File: config.mk
export PLATFORM = sky130hd
export DESIGN_NAME = sub_decoder
export DESIGN_NICKNAME = d
export VERILOG_FILES = /design/src/rtl/sub_decoder_pkg.sv /design/src/rtl/sub_decoder_sync_fifo.sv /design/src/rtl/sub_decoder.sv
export SDC_FILE = /design/constraint.sdc
export NUM_CORES = 1
export LEC_CHECK = 0
export ABC_AREA = 1
export CORE_UTILIZATION = 36
export DETAILED_ROUTE_END_ITERATION = 6
export GPL_ROUTABILITY_DRIVEN = 0
export GPL_TIMING_DRIVEN = 0
export PLACE_DENSITY = 0.81
export REMOVE_ABC_BUFFERS = 1
export SYNTH_ARGS = -nofsm -noshare
export SYNTH_HDL_FRONTEND = slang
export SYNTH_SLANG_ARGS = --single-unit
File: constraint.sdc
create_clock -name clk -period 1.7 [get_ports clk]
set_input_delay 0.34 -clock clk [delete_from_list [all_inputs] [get_ports clk]]
set_output_delay 0.34 -clock clk [all_outputs]
set_load 0.01 [all_outputs]
File: src/rtl/sub_decoder_pkg.sv
// Shared decode types and constants for the one-to-many request decoder.
// Unmapped-address handling depends on SUB_DECODER_DECERR_EN.
package sub_decoder_pkg;

  localparam int NUM_S_DFLT = 2;
  localparam int IDX_W_DFLT = $clog2(NUM_S_DFLT + 1);

  typedef logic [IDX_W_DFLT-1:0] idx_t;

  localparam idx_t IDX_NONE = idx_t'(NUM_S_DFLT);

  // Index num_s selects the internal error responder; otherwise unmapped aliases to the last subordinate.
  function automatic int unsigned decode(input logic [31:0] sel, input int unsigned num_s);
    if (sel < num_s) return sel;
`ifdef SUB_DECODER_DECERR_EN
    return num_s;
`else
    return num_s - 1;
`endif
  endfunction

endpackage

File: src/rtl/sub_decoder_sync_fifo.sv
// Single-clock FIFO with combinational head read; push/pop are ignored when full/empty.
module sync_fifo #(
  parameter int DATA_WIDTH = 2,
  parameter int ADDR_SIZE  = 2
) (
  input  logic                  clk,
  input  logic                  rst,
  input  logic                  push,
  input  logic                  pop,
  input  logic [DATA_WIDTH-1:0] wdata,
  output logic [DATA_WIDTH-1:0] rdata,
  output logic                  full,
  output logic                  empty
);

  localparam int DEPTH = 1 << ADDR_SIZE;

  logic [ADDR_SIZE-1:0]  wr_ptr_q, wr_ptr_d, rd_ptr_q, rd_ptr_d;
  logic [ADDR_SIZE:0]    cnt_q, cnt_d;
  logic [DATA_WIDTH-1:0] mem_q [DEPTH];
  logic                  do_push, do_pop;

  assign full    = (cnt_q == (ADDR_SIZE+1)'(DEPTH));
  assign empty   = (cnt_q == '0);
  assign do_push = push & ~full;
  assign do_pop  = pop & ~empty;
  assign rdata   = mem_q[rd_ptr_q];

  always_comb begin
    wr_ptr_d = wr_ptr_q;
    rd_ptr_d = rd_ptr_q;
    cnt_d    = cnt_q;
    if (do_push) wr_ptr_d = wr_ptr_q + 1'b1;
    if (do_pop)  rd_ptr_d = rd_ptr_q + 1'b1;
    case ({do_push, do_pop})
      2'b10:   cnt_d = cnt_q + 1'b1;
      2'b01:   cnt_d = cnt_q - 1'b1;
      default: cnt_d = cnt_q;
    endcase
  end

  always_ff @(posedge clk) begin
    if (rst) begin
      wr_ptr_q <= '0;
      rd_ptr_q <= '0;
      cnt_q    <= '0;
    end else begin
      wr_ptr_q <= wr_ptr_d;
      rd_ptr_q <= rd_ptr_d;
      cnt_q    <= cnt_d;
    end
  end

  // Storage needs no reset: entries are only read once counted valid.
  always_ff @(posedge clk) begin
    if (do_push) mem_q[wr_ptr_q] <= wdata;
  end

endmodule

File: src/rtl/sub_decoder.sv
// One-manager to NUM_S-subordinate handshake decoder with in-order response routing.
// SUB_DECODER_DECERR_EN adds an internal error responder for unmapped addresses.
module sub_decoder
  import sub_decoder_pkg::*;
#(
  parameter int NUM_S      = 2,
  parameter int ADDR_WIDTH = 16,
  parameter int SEL_BITS   = 1,
  parameter int OUT_DEPTH  = 4,
  localparam int IDX_W     = $clog2(NUM_S + 1)
) (
  input  logic                  clk,
  input  logic                  rst,
  input  logic                  m_req_valid,
  output logic                  m_req_ready,
  input  logic [ADDR_WIDTH-1:0] m_req_addr,
  output logic [NUM_S-1:0]      s_req_valid,
  input  logic [NUM_S-1:0]      s_req_ready,
  input  logic [NUM_S-1:0]      s_resp_valid,
  output logic [NUM_S-1:0]      s_resp_ready,
  output logic                  m_resp_valid,
  input  logic                  m_resp_ready,
  output logic                  m_resp_err,
  output logic [IDX_W-1:0]      sel_req,
  output logic [IDX_W-1:0]      sel_resp,
  output logic                  idle
);

  localparam logic [IDX_W-1:0] IDX_NONE_L = IDX_W'(NUM_S);

  logic                full, empty, push, pop;
  logic [IDX_W-1:0]    head;
  logic [SEL_BITS-1:0] sel_bits;
  logic                unused_addr;

  assign sel_bits    = m_req_addr[ADDR_WIDTH-1 -: SEL_BITS];
  assign unused_addr = ^m_req_addr;
  assign sel_req     = IDX_W'(decode(32'(sel_bits), NUM_S));
  assign sel_resp    = empty ? IDX_NONE_L : head;
  assign idle        = empty;
  assign push        = m_req_valid & m_req_ready;
  assign pop         = m_resp_valid & m_resp_ready;

  // Ready depends on registered full only, so a same-cycle pop never frees a slot.
  always_comb begin
    s_req_valid  = '0;
    m_req_ready  = 1'b0;
    s_resp_ready = '0;
    m_resp_valid = 1'b0;
    m_resp_err   = 1'b0;
    if (!full) begin
`ifdef SUB_DECODER_DECERR_EN
      if (sel_req == IDX_NONE_L) m_req_ready = 1'b1;
`endif
      for (int i = 0; i < NUM_S; i++) begin
        if (sel_req == IDX_W'(i)) begin
          s_req_valid[i] = m_req_valid;
          m_req_ready    = s_req_ready[i];
        end
      end
    end
    if (!empty) begin
`ifdef SUB_DECODER_DECERR_EN
      if (head == IDX_NONE_L) begin
        m_resp_valid = 1'b1;
        m_resp_err   = 1'b1;
      end
`endif
      for (int i = 0; i < NUM_S; i++) begin
        if (head == IDX_W'(i)) begin
          m_resp_valid    = s_resp_valid[i];
          s_resp_ready[i] = m_resp_ready;
        end
      end
    end
  end

  sync_fifo #(
    .DATA_WIDTH(IDX_W),
    .ADDR_SIZE ($clog2(OUT_DEPTH))
  ) u_out_fifo (
    .clk  (clk),
    .rst  (rst),
    .push (push),
    .pop  (pop),
    .wdata(sel_req),
    .rdata(head),
    .full (full),
    .empty(empty)
  );

endmodule

# Word-level counts from Yosys, hierarchy flattened
# Memories as Yosys holds them, arrays and structs flattened. A register that Yosys moved wholly into a read port is not among the register bits.
# Cells that the tools add are included.
[word_totals] reg_bits=7 mem_bits_rw=4 input_bits=24 wordCells=40 memories=1
[memory_table] name="u_out_fifo.mem_q" words=4 width=1 rd=1 rd_ports_with_merged_regs=1 write_ports=1 line="sub_decoder_sync_fifo.sv:20" rtl="logic [DATA_WIDTH-1:0] mem_q [DEPTH];"
[op_classes] addsub=4 n_eq_ne=4 muxes=18 bitwise=6 reduce_logical=4
[op_table] op="two-way mux 1 bit" count=12
[op_table] op="two-way mux 2 bit" count=5
[op_table] op="one-hot mux 3 bit (2 select lines)" count=1
[op_table] op="adder 2 x 1 -> 2 bit, second input constant" count=2
[op_table] op="AND 1 bit" count=4
[op_table] op="== test 2 x 1 -> 1 bit, second input constant" count=2
[op_table] op="logical NOT 2 bit" count=2
[op_table] op="adder 3 x 1 -> 3 bit, second input constant" count=1
[op_table] op="== test 3 bit, second input constant" count=1
[op_table] op="logical NOT 3 bit" count=1
[op_table] op="subtractor 3 x 1 -> 3 bit, second input constant" count=1
[op_table] op="== test 2 bit, second input constant" count=1
[op_table] op="NOT 1 bit" count=2
[op_table] op="nonzero test 2 bit" count=1

# Longest topological paths before layout
# Gate-level depths: netlist (run 1).
[depth] ltp_word=8 mapped_depth=14

# Cells and area by module
# From an unflattened synthesis (run 1), not the netlist that was laid out.
[hier_totals] cells_unflattened=115 area_unflattened_um2=928.4
[by_module_without_submodules] mod="sync_fifo" instances=1 cells_per_inst=90 area_per_inst_um2=809.5
[by_module_without_submodules] mod="sub_decoder" instances=1 cells_per_inst=25 area_per_inst_um2=118.9

# Worst setup path after synthesis (run 1)
# Ideal clock, no wire load.
[synth_path] path_type="register to register" start="register (tool-made name)" end="register u_out_fifo.cnt_q[2]" setup_time_ns=0.122 arrival_ns=1.739 required_time_ns=1.578 setup_slack_ns=-0.161 path_stages_with_launch=14 path_buffers=0 path_cell_list="dfxtp_1 -> inv_1 -> nand2_1 -> nand3_2 -> nand3b_1 -> nand3_2 -> inv_1 -> ha_1 -> inv_1 -> fa_1 -> a21oi_1 -> o21ai_0 -> o21ai_0 -> a21oi_1"
[synth_rtl] element="end signal: assignment" line="sub_decoder_sync_fifo.sv:50" rtl="cnt_q <= cnt_d;"
[synth_rtl] element="end: declaration" line="sub_decoder_sync_fifo.sv:19" rtl="logic [ADDR_SIZE:0] cnt_q, cnt_d;"

==> results by group, run 1 <==
Pwr
  • Power share of the combinational group: 35.7%
  • Maximum VDD drop: 0.4118 mV
  • Switching Fraction: 31.81%
  • Clk network pwr share: 22.4%
  • Pwr/cell area: 755.3 nW/µm²
  • Sequential share of power: 41.9%
  • Leak: 0.5083 nW
  • Int Power: 0.5846 mW
  • Psw: 0.2726 mW

Die
  • Num rows: 16
  • Initial core utilization: 39.25%
  • Chip Width: 48.72 µm
  • Die Ht: 48.72 µm
  • Die Area: 2374 µm²
  • Core area: 2002 µm²
  • IO Count: 36

Worst setup path
  • CP Capture Type: flip-flop
  • FF-to-FF path depth: 12
  • CP arrival: 2.07 ns
  • Crit start category: flip-flop
  • Reg-to-reg slack, setup: -0.19 ns
  • Critical Path Fanout Max: 3
  • Kind of critical path: flip-flop to flip-flop
  • Critical path required time: 1.88 ns

Clock network
  • CTS sink cnt: 13
  • Clock Pin Slew Worst Setup and Hold Paths: 0.07 ns
  • CTS Hold Bufs: 0
  • Htree depth: 1
  • Worst skew pair latency: 0.28 ns
  • CTS Buffer Depth: 2
  • CTS tree: yes
  • Clk root buf: clkbuf_4
  • CTS Buf Count: 3

Global route
  • GRT overflow: 0
  • Total Routing Usage GR: 13.82%
  • Number of global-route vias before repair: 643
  • Initial antenna violation count: 0
  • First-pass GRT wire length: 2484 µm
  • Pin count of the biggest net entering global routing: 10

Drt
  • DRC marker count from the first detailed-route iteration: 4
  • Routed Antenna Nets: 0
  • WL final: 1600 µm
  • Routed len/inst: 10.26 µm
  • Via density: 4.455
  • DRC viols: 0
  • Via count: 695
  • Drt pass-1 iters: 4

Layout
  • Most frequent cells in the layout: inv_1, nor2_1, nand2_1
  • Final core occ: 56.69%
  • N_diodes: 0
  • Synth-to-layout area growth: 44.43%
  • Fin cells: 156
  • Layout cell share with drive strength beyond 1: 37.98%
  • Layout net count: 160
  • Most common cell after layout, fill and taps aside: inv_1
  • Fill cells: 198

Synth
  • Ys flop type: dfxtp_1
  • Yosys reg bits: 13
  • Mux cell area share after synthesis: 0%
  • Synth Area in Adders: 10.51%
  • Mapped Cells: 99
  • Register area share after synthesis: 38.22%
  • Syn avg cell area: 7.937 µm²
  • Post-Synth Simple-Gate Area: 25.96%
  • Synth Cell Area: 785.8 µm²
  • Post-synthesis xor/xnor area fraction: 1.115%
  • Warnings, synthesis: 0
  • Post-synth ARST share: 0%
  • Netlist cell types: 23
  • Largest family of logic cells by synthesized area: simple AND/OR/NAND/NOR gates
  • Complex-gate fraction of the synthesized area: 9.395%
  • EDFF count, synth: 4

STA
  • Layout Skew: 0.001192 ns
  • RSZ-0062 raised after global routing: yes
  • Min Tclk post-route: 1.891 ns
  • PnR worst setup slack: -0.1906 ns
  • Crit share post-route: 111.2%
  • Max Freq: 528.9 MHz
  • Slew Viols, Final: 0
  • Setup violations, final: 5
  • Setup Total Neg Slack: -0.4205 ns
  • Final Hold Vio Count: 0

Placement
  • Placed Cells incl. Taps: 141
  • DPL Wire Length: 1017 µm
  • PortBufs: 18

Run status
  • Outcome: complete, but fails checks
  • Failing checks: negative setup slack

Min path
  • HP Class: flip-flop to flip-flop
  • Hold Path Depth: 2

Job
  • Max_cap viols: 0
==> critical path: stages (launching register included) <==
cell and delay (ns):
edfxtp_1 0.36, nand2_1 0.12, nand3_4 0.10, nand3b_1 0.12
nand3_2 0.10, inv_2 0.08, ha_4 0.12, inv_2 0.04
fa_2 0.35, a21oi_2 0.16, o21ai_2 0.07, o21ai_1 0.12
a21oi_1 0.05
==> cells in the mapped netlist, types with 2 or more instances <==
cell type  number  area [µm²]
nor3_1          2       10.01
edfxtp_1        4       120.1
buf_4           4       30.03
dfxtp_1         9       180.2
nand3_1         3       15.01
nand3_2         3       30.03
ha_1            5       62.56
nand2_1        13       48.80
a21oi_1         8       40.04
nor2_1         11       41.29
inv_1          21       78.83
o21ai_0         3       15.01
nand2_2         2       12.51
o21ai_1         2       10.01
==> kinds of logic (layout without fill, tap and decap cells) <==
group           count (synthesis)  count (layout)
simple gates                   38              38
xor+xnor                        1               1
flops                          13              13
compound gates                 14              14
other cells                     1               2
buf+inv                        26              55
fa+ha+maj                       6               6
==> metal layers <==
| metal | wire, µm | vias to the layer above | track usage, % |
|---|---|---|---|
| met5 | 0 | - | 0 |
| met4 | 43 | 0 | 10.29 |
| met3 | 61 | 5 | 1.887 |
| met2 | 893 | 21 | 25.69 |
| met1 | 602 | 307 | 13.76 |
| li1 | - | 362 | - |
==> path summary, 6_finish.rpt <==
kind	startpoint	to
setup reg to reg	u_out_fifo.mem_q[3]	u_out_fifo.cnt_q[2]
setup / recovery	u_out_fifo.mem_q[3]	u_out_fifo.cnt_q[2]
hold reg to reg	u_out_fifo.rd_ptr_q[1]	flip-flop
hold / removal	u_out_fifo.rd_ptr_q[1]	flip-flop
==> metrics by stage <==
step                setup WS (ns)  total power, mW  hold slack, ns  area (µm²)
floorplan                 -0.1608           0.4974          0.4070       759.5
global placement          -0.8100           0.5948          0.4784       973.4
detailed placement        -0.9014           0.6025          0.4964       973.4
CTS                       -0.1945           0.8229          0.5043        1082
global route              -0.3385           0.9078          0.5156        1135
finish                    -0.1906           0.8572          0.4913        1135
==> final cells by class <==
class	instances	area [µm²]	area share [%]
clock buffer	4	26.28	2.315
inverter	22	82.58	7.277
multi-input combinational	61	437.9	38.59
sequential	13	305.3	26.90
tap	27	33.78	2.977
timing repair buffer	29	249.0	21.94
==> power groups by stage <==
stage	combinational (mW)	sequential, mW	clock (mW)
5_1_grt	0.333	0.362	0.213
6_report	0.306	0.359	0.192
3_5_place_dp	0.241	0.361	0
3_3_place_gp	0.234	0.361	0
2_1_floorplan	0.138	0.359	0
4_1_cts	0.267	0.357	0.199
==> what timing repair did <==
action | CTS | global route
buffers inserted | 10 | 2
pin swaps | 11 | 7
endpoints found under the setup margin | 13 | 8
resized for setup | 40 | 14
Power figures use the tool's default switching activity.
==> run 2, diff against run 1 <==
--- a/config.mk
+++ b/config.mk
@@ -6,12 +6,14 @@
 export NUM_CORES = 1
 export LEC_CHECK = 0
 export ABC_AREA = 1
-export CORE_UTILIZATION = 36
+export CORE_UTILIZATION = 40
 export DETAILED_ROUTE_END_ITERATION = 6
 export GPL_ROUTABILITY_DRIVEN = 0
 export GPL_TIMING_DRIVEN = 0
-export PLACE_DENSITY = 0.81
+export MAX_ROUTING_LAYER = met4
+export PLACE_DENSITY = 0.85
 export REMOVE_ABC_BUFFERS = 1
 export SYNTH_ARGS = -nofsm -noshare
 export SYNTH_HDL_FRONTEND = slang
 export SYNTH_SLANG_ARGS = --single-unit
+export TNS_END_PERCENT = 1
==> constraint.sdc (replaced) <==
create_clock -name clk -period 2.15 [get_ports clk]
set_input_delay 0.43 -clock clk [delete_from_list [all_inputs] [get_ports clk]]
set_output_delay 0.43 -clock clk [all_outputs]
set_load 0.01 [all_outputs]
==> run 2 against run 1 <==
The run now ends clean. Cell count fell by 7.1%. Design area shrank 9.9%. Die area fell by 9.6%. Critical path depth fell by 6. Register-to-register slack improved by 0.39 ns. Global-route usage increased by 1.4 points. Clock power decreased by 26%. Combinational power fell by 35%. Clock skew is 0.0041 ns higher. Utilization up 0.65 points. Sequential cell count is the same. Largest cell class unchanged. Largest power group unchanged.
==> results by group, run 2 (synthesis gave the netlist of run 1 again) <==
Run status
  • Outcome: finished clean (was complete, but fails checks)

Die
  • IO Count: 36 (unchanged)
  • Num rows: 15 (was 16)
  • Die Ht: 46.32 µm (was 48.72 µm)
  • Chip Width: 46.32 µm (was 48.72 µm)
  • Core area: 1783 µm² (was 2002 µm²)
  • Initial core utilization: 44.07% (was 39.25%)
  • Die Area: 2146 µm² (was 2374 µm²)

Worst setup path
  • Kind of critical path: primary input to output pin (was flip-flop to flip-flop)
  • Critical Path Max Stage Delay: 0.53 ns (was 0.36 ns)
  • CP dominant cell by count: nand2_1 (was inv_2)
  • FF-to-FF path depth: 14 (was 12)
  • Critical Path Fanout Max: 2 (was 3)
  • Buf/Inv on CP: 3 (was 2)
  • Crit-path leading delay family: buffers and inverters (was adder cells)
  • CP Capture Type: output pin (was flip-flop)
  • Critical path required time: 1.72 ns (was 1.88 ns)
  • FF-to-FF End: u_out_fifo.cnt_q[2] (unchanged)
  • Reg-to-reg slack, setup: 0.20 ns (was -0.19 ns)
  • Crit path max-delay cell type: clkdlybuf4s50_1 (was edfxtp_1)
  • Worst-path cell chain: clkdlybuf4s50_1 -> nand2_1 -> nand2_1 -> nand2_1 -> inv_2 -> clkdlybuf4s50_1 (was nand2_1 -> nand3_4 -> nand3b_1 -> nand3_2 -> inv_2 -> ha_4 -> inv_2 -> fa_2 -> a21oi_2 -> o21ai_2 -> o21ai_1 -> a21oi_1)
  • Crit start category: primary input (was flip-flop)
  • CP Depth: 6 (was 12)
  • Setup crit end: m_req_ready (was u_out_fifo.cnt_q[2])
  • Critical Path Start: s_req_ready[1] (was u_out_fifo.mem_q[3])
  • CP arrival: 1.64 ns (was 2.07 ns)

Global route
  • First-pass GRT wire length: 2283 µm (was 2484 µm)
  • Number of global-route vias before repair: 605 (was 643)
  • Total Routing Usage GR: 15.22% (was 13.82%)
  • GRT overflow: 0 (unchanged)
  • Initial antenna violation count: 0 (unchanged)
  • Pin count of the biggest net entering global routing: 10 (unchanged)

Pwr
  • Pwr/cell area: 609.5 nW/µm² (was 755.3 nW/µm²)
  • Leak: 0.4723 nW (was 0.5083 nW)
  • Maximum VDD drop: 0.4430 mV (was 0.4118 mV)

Layout
  • Synth-to-layout area growth: 30.10% (was 44.43%)
  • N_diodes: 0 (unchanged)
  • Layout cell share with drive strength beyond 1: 17.50% (was 37.98%)
  • Design area: 1022 µm² (was 1135 µm²)
  • Fill cells: 173 (was 198)
  • Most common cell after layout, fill and taps aside: inv_1 (unchanged)
  • Final core occ: 57.33% (was 56.69%)
  • Fin cells: 145 (was 156)
  • Most frequent cells in the layout: inv_1, nand2_1, nor2_1, clkdlybuf4s50_1, dfxtp_1 (was inv_1, nor2_1, nand2_1)
  • Layout net count: 151 (was 160)

Clock network
  • Clk root buf: clkbuf_4 (unchanged)
  • CTS Buffer Depth: 2 (unchanged)
  • CTS tree: yes (unchanged)
  • Worst skew pair latency: 0.27 ns (was 0.28 ns)
  • Htree depth: 1 (unchanged)
  • CTS Buf Count: 3 (unchanged)
  • CTS sink cnt: 13 (unchanged)
  • Clock Pin Slew Worst Setup and Hold Paths: 0.07 ns (about the same)
  • CTS Hold Bufs: 0 (unchanged)

Drt
  • Drt pass-1 iters: 6 (was 4)
  • DRC marker count from the first detailed-route iteration: 8 (was 4)
  • Routed Antenna Nets: 0 (unchanged)
  • Via count: 659 (was 695)
  • WL final: 1413 µm (was 1600 µm)
  • Via density: 4.545 (was 4.455)
  • DRC viols: 0 (unchanged)
  • Routed len/inst: 9.745 µm (was 10.26 µm)

Placement
  • Placed inst area: 970.9 µm² (was 973.4 µm²)
  • Placed Cells incl. Taps: 139 (was 141)
  • Pre-CTS WS: -0.5113 ns (was -0.9014 ns)
  • DPL Wire Length: 1048 µm (was 1017 µm)
  • PortBufs: 18 (unchanged)

STA
  • Min Tclk post-route: 2.071 ns
  • Max Freq: 482.9 MHz
  • Hold_ws: 0.4572 ns (was 0.4913 ns)
  • Slew Viols, Final: 0 (unchanged)
  • Layout Skew: 0.005252 ns (was 0.001192 ns)
  • PnR worst setup slack: 0.07918 ns (was -0.1906 ns)
  • Final Hold Vio Count: 0 (unchanged)
  • RSZ-0062 raised after global routing: no (was yes)
  • Crit share post-route: 96.32%
  • Setup violations, final: 0 (was 5)

Min path
  • Hold Path Depth: 1 (was 2)
  • HP Class: primary input to flip-flop (was flip-flop to flip-flop)

Job
  • Max_cap viols: 0 (unchanged)
## run 2: layout make-up
type	count	area, µm²	area share (%)
repair buffers	20	186.4	18.24
multi-input cells	61	395.4	38.68
inverters	22	82.58	8.078
flip-flops and latches	13	300.3	29.38
well taps	25	31.28	3.060
clock buffers	4	26.28	2.570
## run 2: routing by layer
metal	track usage, %	up-vias	wire length [µm]
li1	-	343	-
met1	16.30	294	577
met2	27.78	20	763
met3	2.353	2	66
met4	5.294	0	6
met5	-	-	0
## run 2: power breakdown
group	switching (mW)	internal (mW)
clock	0.0715	0.0717
sequential	0.0130	0.268
combinational	0.104	0.0946
## run 2: worst min path at each step
stage	startpoint	endpoint	slack (ns)
after floorplan	u_out_fifo.rd_ptr_q[1]	flip-flop	0.46
after global placement	u_out_fifo.rd_ptr_q[1]	flip-flop	0.48
after detailed placement	u_out_fifo.rd_ptr_q[1]	flip-flop	0.49
after CTS	u_out_fifo.rd_ptr_q[1]	u_out_fifo.rd_ptr_q[1]	0.50
after global routing	m_req_addr[15]	u_out_fifo.mem_q[0]	0.48
final	m_req_addr[15]	u_out_fifo.mem_q[0]	0.46
## run 2: worst register-to-register path, cell delays in order, from the launching register on
cell and delay [ns]:
dfxtp_1 0.32, inv_1 0.07, nand2_1 0.06, nand3_2 0.09, nand2_2 0.09, nand2_1 0.08, nand3_2 0.11, inv_2 0.09
ha_4 0.13, inv_2 0.05, fa_2 0.37, a21oi_2 0.12, o21ai_1 0.09, o21ai_1 0.13, a21oi_1 0.05
## run 2: repair_timing
item / in CTS / in global routing
buffers inserted: 0 / 2
endpoints found under the setup margin: 8 / 2
resized for setup: 7 / 10
hold endpoints to repair: 0 / 0
pin swaps: 0 / 5
## run 2: through the flow
stage / total power, mW / setup TNS, ns
after floorplan: 0.3933 / 0
after global placement: 0.4696 / -1.103
after detailed placement: 0.4764 / -1.298
after CTS: 0.6130 / 0
after global routing: 0.6665 / 0
final: 0.6231 / 0
==> run 3, diff against run 2 <==
--- a/config.mk
+++ b/config.mk
@@ -6,12 +6,13 @@
 export NUM_CORES = 1
 export LEC_CHECK = 0
 export ABC_AREA = 1
-export CORE_UTILIZATION = 40
+export CORE_UTILIZATION = 42
+export CTS_BUF_LIST = sky130_fd_sc_hd__clkbuf_8
 export DETAILED_ROUTE_END_ITERATION = 6
 export GPL_ROUTABILITY_DRIVEN = 0
 export GPL_TIMING_DRIVEN = 0
 export MAX_ROUTING_LAYER = met4
-export PLACE_DENSITY = 0.85
+export PLACE_DENSITY = 0.88
 export REMOVE_ABC_BUFFERS = 1
 export SYNTH_ARGS = -nofsm -noshare
 export SYNTH_HDL_FRONTEND = slang
==> run 3 against run 2 <==
Hold slack better by 0.033 ns. Sequential cell count unchanged. Wire length grew 1.3%. Utilization up 2.1 points. Cell count unchanged. Combinational power is essentially flat. Total power rose by 11%. Critical path depth unchanged. Clock-buffer cell count shrank 1. Clock power increased by 50%. Sequential share of layout area decreased by 0.43 points. Via count up 0.91%. Critical endpoint unchanged. Largest cell class unchanged. Largest power group unchanged. Highest routed layer unchanged.
==> results by group, run 3 (synthesis gave the netlist of run 1 again) <==
Drt
  • Routed len/inst: 9.869 µm (was 9.745 µm)
  • Via count: 665 (was 659)
  • Via density: 4.586 (was 4.545)
  • DRC marker count from the first detailed-route iteration: 4 (was 8)
  • WL final: 1431 µm (was 1413 µm)
  • Routed Antenna Nets: 0 (unchanged)
  • DRC viols: 0 (unchanged)
  • Drt pass-1 iters: 2 (was 6)

Die
  • IO Count: 36 (unchanged)
  • Die Ht: 45.26 µm (was 46.32 µm)
  • Die Area: 2048 µm² (was 2146 µm²)
  • Initial core utilization: 45.02% (was 44.07%)
  • Num rows: 15 (unchanged)
  • Core area: 1745 µm² (was 1783 µm²)
  • Chip Width: 45.26 µm (was 46.32 µm)

Worst setup path
  • Crit start category: primary input (unchanged)
  • CP arrival: 1.64 ns (about the same)
  • Kind of critical path: primary input to output pin (unchanged)
  • Critical path required time: 1.72 ns (about the same)
  • Critical Path Fanout Max: 2 (unchanged)
  • CP Capture Type: output pin (unchanged)

Global route
  • Pin count of the biggest net entering global routing: 10 (unchanged)
  • GRT overflow: 0 (unchanged)
  • Initial antenna violation count: 0 (unchanged)
  • Number of global-route vias before repair: 611 (was 605)
  • Total Routing Usage GR: 17.08% (was 15.22%)
  • First-pass GRT wire length: 2304 µm (was 2283 µm)

Layout
  • Synth-to-layout area growth: 32.01% (was 30.10%)
  • Final core occ: 59.43% (was 57.33%)
  • Most frequent cells in the layout: inv_1, nand2_1, nor2_1 (was inv_1, nand2_1, nor2_1, clkdlybuf4s50_1, dfxtp_1)
  • Layout net count: 151 (unchanged)
  • N_diodes: 0 (unchanged)
  • Fin cells: 145 (unchanged)
  • Area of the multi-input gates: 389.1 µm² (was 395.4 µm²)
  • Layout cell share with drive strength beyond 1: 19.17% (was 17.50%)
  • FF/Latch Area: 300.3 µm² (unchanged)
  • Fill cells: 155 (was 173)
  • Most common cell after layout, fill and taps aside: inv_1 (unchanged)

Job
  • Max_cap viols: 0 (unchanged)

Pwr
  • Tot Pwr: 0.6927 mW (was 0.6231 mW)
  • Switching Fraction: 29.61% (was 30.31%)
  • Psw: 0.2051 mW (was 0.1889 mW)
  • Pwr/cell area: 667.8 nW/µm² (was 609.5 nW/µm²)
  • Maximum VDD drop: 0.4305 mV (was 0.4430 mV)
  • Clk network pwr share: 31.0% (was 23.0%)
  • Int Power: 0.4876 mW (was 0.4342 mW)
  • Sequential share of power: 40.6% (was 45.1%)
  • Leak: 0.4912 nW (was 0.4723 nW)
  • Power share of the combinational group: 28.4% (was 31.9%)

Placement
  • PortBufs: 18 (unchanged)
  • DPL Wire Length: 1131 µm (was 1048 µm)
  • Placed Cells incl. Taps: 139 (unchanged)
  • Pre-CTS WS: -0.4965 ns (was -0.5113 ns)

Clock network
  • Clk root buf: clkbuf_8 (was clkbuf_4)
  • CTS tree: yes (unchanged)
  • Htree depth: 1 (unchanged)
  • Worst skew pair latency: 0.25 ns (was 0.27 ns)
  • CTS Buf Count: 3 (unchanged)
  • CTS sink cnt: 13 (unchanged)
  • CTS Buffer Depth: 2 (unchanged)
  • Clock Pin Slew Worst Setup and Hold Paths: 0.05 ns (was 0.07 ns)

STA
  • Layout Skew: 0.001754 ns (was 0.005252 ns)
  • Crit share post-route: 96.35% (was 96.32%)
  • Hold_ws: 0.4902 ns (was 0.4572 ns)
  • Final Hold Vio Count: 0 (unchanged)
  • Max Freq: 482.8 MHz (was 482.9 MHz)
  • PnR worst setup slack: 0.07854 ns (was 0.07918 ns)
  • RSZ-0062 raised after global routing: no (unchanged)
  • Slew Viols, Final: 0 (unchanged)
  • Setup violations, final: 0 (unchanged)
  • Min Tclk post-route: 2.071 ns (about the same)

Min path
  • HP Class: primary input to flip-flop (unchanged)

Run status
  • Outcome: finished clean (unchanged)
run 3: cell types whose count changed in the layout (fill, tap and decap cells not counted), sizes merged:
cell	delta
dlymetal6s2s	+1
clkbuf	-1
clkdlybuf4s50	-1
inv	+1
run 3: power by group through the flow:
stage / logic (mW) / clock network (mW) / registers [mW]
6_report: 0.197 / 0.215 / 0.281
3_5_place_dp: 0.192 / 0 / 0.286
3_3_place_gp: 0.183 / 0 / 0.285
2_1_floorplan: 0.109 / 0 / 0.284
5_1_grt: 0.219 / 0.226 / 0.283
4_1_cts: 0.187 / 0.219 / 0.281
run 3: cell type report:
class | count | share of cell area (%)
clock inverter | 1 | 0.3619
multi-input combinational | 61 | 37.52
clock buffer | 3 | 3.981
sequential | 13 | 28.95
timing repair buffer | 20 | 18.21
tap | 25 | 3.016
inverter | 22 | 7.961
run 3: stage by stage:
step                TNS, ns  area, µm²
floorplan                 0      759.5
global placement     -1.049      970.9
detailed placement   -1.415      970.9
CTS                       0       1008
global route              0       1037
finish                    0       1037
run 3: worst paths after layout:
path,startpoint,to,slack (ns),cells after the start
min,m_req_addr[15],u_out_fifo.mem_q[2],0.49,1
min reg2reg,u_out_fifo.rd_ptr_q[1],flip-flop,0.50,2
max reg2reg,flip-flop,u_out_fifo.cnt_q[2],0.17,14
max,s_req_ready[1],m_req_ready,0.08,6
run 3: timing repair:
action | in CTS | in global routing
hold buffers | 0 | 0
setup endpoints to repair | 8 | 3
buffers inserted | 0 | 2
pin swaps | 0 | 5
gates resized for setup | 8 | 11
run 3: worst max-delay path: stages:
cell and delay, ns:
clkdlybuf4s50_1 0.45, nand2_1 0.04, nand2_1 0.06, nand2_1 0.05, inv_2 0.07, clkdlybuf4s50_1 0.54
run 3: metal layers:
metal  global-route usage, %  part of all wire (%)  wire [µm]  vias to the layer above
met1                   16.29                    37        534                      299
met2                   28.99                    53        762                       18
li1                        -                     -          -                      343
met3                   3.600                   5.1         73                        5
met4                   14.55                   4.3         61                        0
met5                       -                     0          0                        -
